File: src/rtl/whack_score_keeper.sv
// Score, round timer and session high score for the mole game (IDLE/PLAYING/OVER).
// Optional macro WHACK_MISS_PENALTY_EN: a miss in PLAYING takes one point off the score.
module whack_score_keeper #(
    parameter int TICK_CYCLES  = 50000000,
    parameter int GAME_SECONDS = 30,
    parameter int MAX_SCORE    = 99
) (
    input  logic       Clock,
    input  logic       Reset,
    input  logic       start,
    input  logic       hit,
    input  logic       miss,
    output logic [7:0] score,
    output logic       score_strobe,
    output logic [7:0] time_left,
    output logic [7:0] high_score,
    output logic       playing,
    output logic       game_over
);

    typedef enum logic [1:0] {
        S_IDLE    = 2'd0,
        S_PLAYING = 2'd1,
        S_OVER    = 2'd2
    } state_t;

    localparam int          PW         = (TICK_CYCLES > 1) ? $clog2(TICK_CYCLES) : 1;
    localparam logic [PW-1:0] PRESC_LAST = PW'(TICK_CYCLES - 1);
    localparam logic [7:0]  ROUND_SECS = 8'(GAME_SECONDS);
    localparam logic [7:0]  SCORE_MAX  = 8'(MAX_SCORE);

    state_t          state_q, state_d;
    logic [PW-1:0]   presc_q, presc_d;
    logic [7:0]      score_q, score_d;
    logic [7:0]      time_q, time_d;
    logic [7:0]      high_q, high_d;
    logic            strobe_q;
    logic [7:0]      score_adj;
    logic            tick;

    // Score after this cycle's hit/miss, saturating at both ends.
`ifdef WHACK_MISS_PENALTY_EN
    always_comb begin
        score_adj = score_q;
        if (hit && !miss && (score_q < SCORE_MAX))
            score_adj = score_q + 8'd1;
        else if (miss && !hit && (score_q != 8'd0))
            score_adj = score_q - 8'd1;
    end
`else
    logic unused_miss;
    assign unused_miss = miss;

    always_comb begin
        score_adj = score_q;
        if (hit && (score_q < SCORE_MAX))
            score_adj = score_q + 8'd1;
    end
`endif

    assign tick = (presc_q == PRESC_LAST);

    always_comb begin
        state_d = state_q;
        presc_d = presc_q;
        score_d = score_q;
        time_d  = time_q;
        high_d  = high_q;
        case (state_q)
            S_IDLE, S_OVER: begin
                if (start) begin
                    state_d = S_PLAYING;
                    presc_d = '0;
                    score_d = 8'd0;
                    time_d  = ROUND_SECS;
                end
            end
            S_PLAYING: begin
                score_d = score_adj;
                presc_d = tick ? '0 : presc_q + PW'(1);
                if (tick) begin
                    time_d = time_q - 8'd1;
                    // The final-tick hit is already folded into score_adj.
                    if (time_q == 8'd1) begin
                        state_d = S_OVER;
                        if (score_adj > high_q)
                            high_d = score_adj;
                    end
                end
            end
            default: state_d = S_IDLE;
        endcase
    end

    // score_strobe is a valid-only qualifier on score: high for exactly the one
    // cycle a new value appears, never held, and there is no ready/backpressure.
    always_ff @(posedge Clock) begin
        if (Reset) begin
            state_q  <= S_IDLE;
            presc_q  <= '0;
            score_q  <= 8'd0;
            time_q   <= ROUND_SECS;
            high_q   <= 8'd0;
            strobe_q <= 1'b0;
        end else begin
            state_q  <= state_d;
            presc_q  <= presc_d;
            score_q  <= score_d;
            time_q   <= time_d;
            high_q   <= high_d;
            strobe_q <= (score_d != score_q);
        end
    end

    assign score        = score_q;
    assign score_strobe = strobe_q;
    assign time_left    = time_q;
    assign high_score   = high_q;
    assign playing      = (state_q == S_PLAYING);
    assign game_over    = (state_q == S_OVER);

endmodule

File: config.mk
export PLATFORM = sky130hd
export DESIGN_NAME = whack_score_keeper
export DESIGN_NICKNAME = d
export VERILOG_FILES = /design/src/rtl/whack_score_keeper.sv
export SDC_FILE = /design/constraint.sdc
export NUM_CORES = 1
export LEC_CHECK = 0
export BUFFER_PORTS_ARGS = -buffer_cell sky130_fd_sc_hd__buf_2
export CAP_MARGIN = 20
export CORE_ASPECT_RATIO = 0.8
export CORE_MARGIN = 10
export CORE_UTILIZATION = 59
export CTS_CLUSTER_DIAMETER = 80
export DETAILED_ROUTE_END_ITERATION = 10
export GPL_TIMING_DRIVEN = 0
export PLACE_DENSITY_LB_ADDON = 0.3
export SYNTH_ARGS = -nofsm -noshare
export SYNTH_HDL_FRONTEND = slang
export SYNTH_SLANG_ARGS = --single-unit
export TNS_END_PERCENT = 10
File: constraint.sdc
create_clock -name Clock -period 3.48 [get_ports Clock]
set_input_delay 0.696 -clock Clock [delete_from_list [all_inputs] [get_ports Clock]]
set_output_delay 0.696 -clock Clock [all_outputs]
set_load 0.02 [all_outputs]
==> results.ini <==
[pwr]
fin_total_pwr_mw = 1.09
power_frac_seq = 0.574
power.share.switching = 0.259
clockPowerShare = 0.327
p_int_mw = 0.805
ir_drop_uv = 301
power_leakage_nw = 1.23
power_density_nw_per_um2 = 321
power_switching_mw = 0.282
power.share.combinational = 0.099

[yosys]
synth_flop_cell = dfxtp_1
yosys.area.top_type_share = 0.348
syn_area_sq_um = 3050
synth_area_leader_cell = dfxtp_1
yosys-top-cells-area = dfxtp_1, nand2_1, a21oi_1
yosysUniqueCellTypes = 52
ys_seq_area_frac = 0.348
ys_warn_count = 0
synthCells = 385
synth.net_count = 402
synth_edf_count = 0
syn_area_per_cell_sq_um = 7.92
async_reset_ff_frac = 0
ys_ff_latch = 53

[clocking]
clk_path_buf_depth = 2
cts_buffers = 5
cts_max_level = 2
clk_latency_ns = 0.31
root_buffer = clkbuf_8
clkSlewWorstSetupHoldPaths_ns = 0.09
cts_sinks = 53
cts_tree = built

[critical_path]
cp.required_ns = 3.72
cpPeakStageDelay_ns = 0.49
cp-startpoint = score[1]
arrival_ns = 3.52
end_kind = register
rr_startpoint = score[1]
slowest_stage = dfxtp_1
path_class = reg -> reg
path_common_cell = ha_1
path_max_fanout = 8
critPathLaunchType = register
cp_cell_sequence = ha_1 > nor4_1 > o21ai_2 > mux2_2 > ha_1 > nor2b_1 > o211ai_1 > a21o_1 > a2111oi_4 > buf_4 > mux2i_1

[global_routing]
gr-total-overflow = 0
grt_antenna_before_repair = 0
grt_pass1_vias = 2785
grt_max_degree = 15
grtUsageTotal = 0.188
grt_pass1_wl_um = 13500

[drt]
drt-initial-drc-count = 449
first_pass_iters = 5
vias = 3110
via_per_inst = 6.40
ant_nets = 0
wirelength_um = 8140
highest_layer = met4
wl_met1_um = 3830
post_drt_wl_per_cell_um = 16.7
drc = 0
wl_met3_um = 803
met2RoutedLength_um = 3350

[die]
dieArea_sq_um = 8460
die_h_um = 84.3
dieWidth_um = 100
rows = 23
boundaryPins = 32
start_util = 0.609
coreArea_sq_um = 5010

[sta]
worst_slack_ns = 0.204
fmax_ghz = 0.305
min_period_over_period = 0.941
hold_viol_final = 0
clock_skew_ns = 0.00735
slew_headroom = 0.392
rsz0062_at_grt = no
tightestPinTransition_ns = 0.904
slew_violations = 0
setup_viol = 0
tns_ns = 0
period_minus_slack_ns = 3.28

[placed_design]
dp_hpwl_um = 5890
io_buffers = 30
place_ws_ns = -0.215
gp_congestion = 1.00

[final_layout]
diodes = 0
final_cell_mix = dfxtp_1, nand2_1, a21oi_1, buf_2, o21ai_0
multi_input_area_sq_um = 1860
fill_cells = 452
seq_area_sq_um = 1060
syn_to_final_growth_pct = 11.0
final_common_cell = dfxtp_1
final_nets = 441
drive_gt1_frac = 0.120

[run]
drv_cap = 0

[hold_path]
min-delay-start = high_score[4]
hp-class = reg -> reg

[status]
status = completed

[area by class of cell]
cell class	count	share of cell area
Multi-Input combinational cell	298	0.551
Timing Repair Buffer	33	0.0503
Sequential cell	53	0.314
Inverter	16	0.0178
Tap cell	62	0.0229
Buffer	17	0.0189
Clock buffer	7	0.0255
[final timing paths]
path	to	slack, ns	depth (start not counted)
worst max-delay path	high_score[5]	0.20	11
worst min-delay path	high_score[4]	0.48	2
worst max register to register	high_score[5]	0.20	11
worst min register to register	high_score[4]	0.48	2
[kinds of logic (layout without fill, tap and decap cells)]
group                      after synthesis  in the layout  share of synthesized area
xor gates and xnor gates                13             13                     0.0373
adders and majority gates               12             12                     0.0492
and+or+nand+nor                        164            164                      0.280
DFF                                     53             53                      0.348
buffers and inverters                   34             73                     0.0419
AOI/OAI and AO/OA                       96             96                      0.198
muxes                                   13             13                     0.0455
[sequential cells by signal, indices dropped and copies added (netlist names)]
signal	count
time_left	8
score	8
state_q	2
high_score	8
score_strobe	1
presc_q	26
[critical path, delay by kind of cell (launching register included)]
| family | cells | cell delay (ns) |
|---|---|---|
| AO/OA/AOI/OAI | 4 | 1.08 |
| multiplexers | 2 | 0.60 |
| buffers and inverters | 1 | 0.23 |
| AND/OR/NAND/NOR | 2 | 0.23 |
| adder cells (fa/ha/maj) | 2 | 0.58 |
| flip-flops | 1 | 0.49 |
[power groups by stage]
stage	clock network (mW)	logic, mW	registers, mW
floorplan	0	0.0728	0.636
CTS	0.362	0.107	0.621
finish	0.356	0.107	0.624
global placement	0	0.104	0.635
global route	0.384	0.117	0.625
detailed placement	0	0.106	0.635
[what timing repair did]
| action | CTS | global route |
|---|---|---|
| hold buffers | 0 | 0 |
| endpoints found under the setup margin | 8 | 8 |
| pin swaps | 1 | 0 |
| setup buffers | 2 | 0 |
| resized for setup | 0 | 1 |
[Yosys cell counts (5+ instances only)]
library cell  instances
a31oi_1              12
nor3_1               12
a21o_1                6
xor2_1                8
nand2b_1              5
or3_1                 7
mux2i_1               9
a21oi_1              30
nor4_1               10
nor2_1               20
nand2_1              49
nor2b_1               7
xnor2_1               5
o21ai_0              24
inv_1                15
dfxtp_1              53
nand3_1              22
clkbuf_1             17
nand4_1              10
ha_1                 12
[metal layers]
| metal | vias up | track usage |
|---|---|---|
| li1 | 1489 | - |
| met1 | 1426 | 0.276 |
| met2 | 171 | 0.265 |
| met3 | 24 | 0.0377 |
| met4 | 0 | 0.0564 |
| met5 | - | 0 |
[through the flow]
stage	instances	hold WS [ns]	util	cell area [sq um]
floorplan	385	0.442	-	3050
global placement	477	0.455	0.654	3280
detailed placement	477	0.465	0.654	3280
CTS	486	0.478	0.675	3380
global route	486	0.495	0.676	3380
finish	486	0.475	0.676	3380
Power figures use the tool's default switching activity.
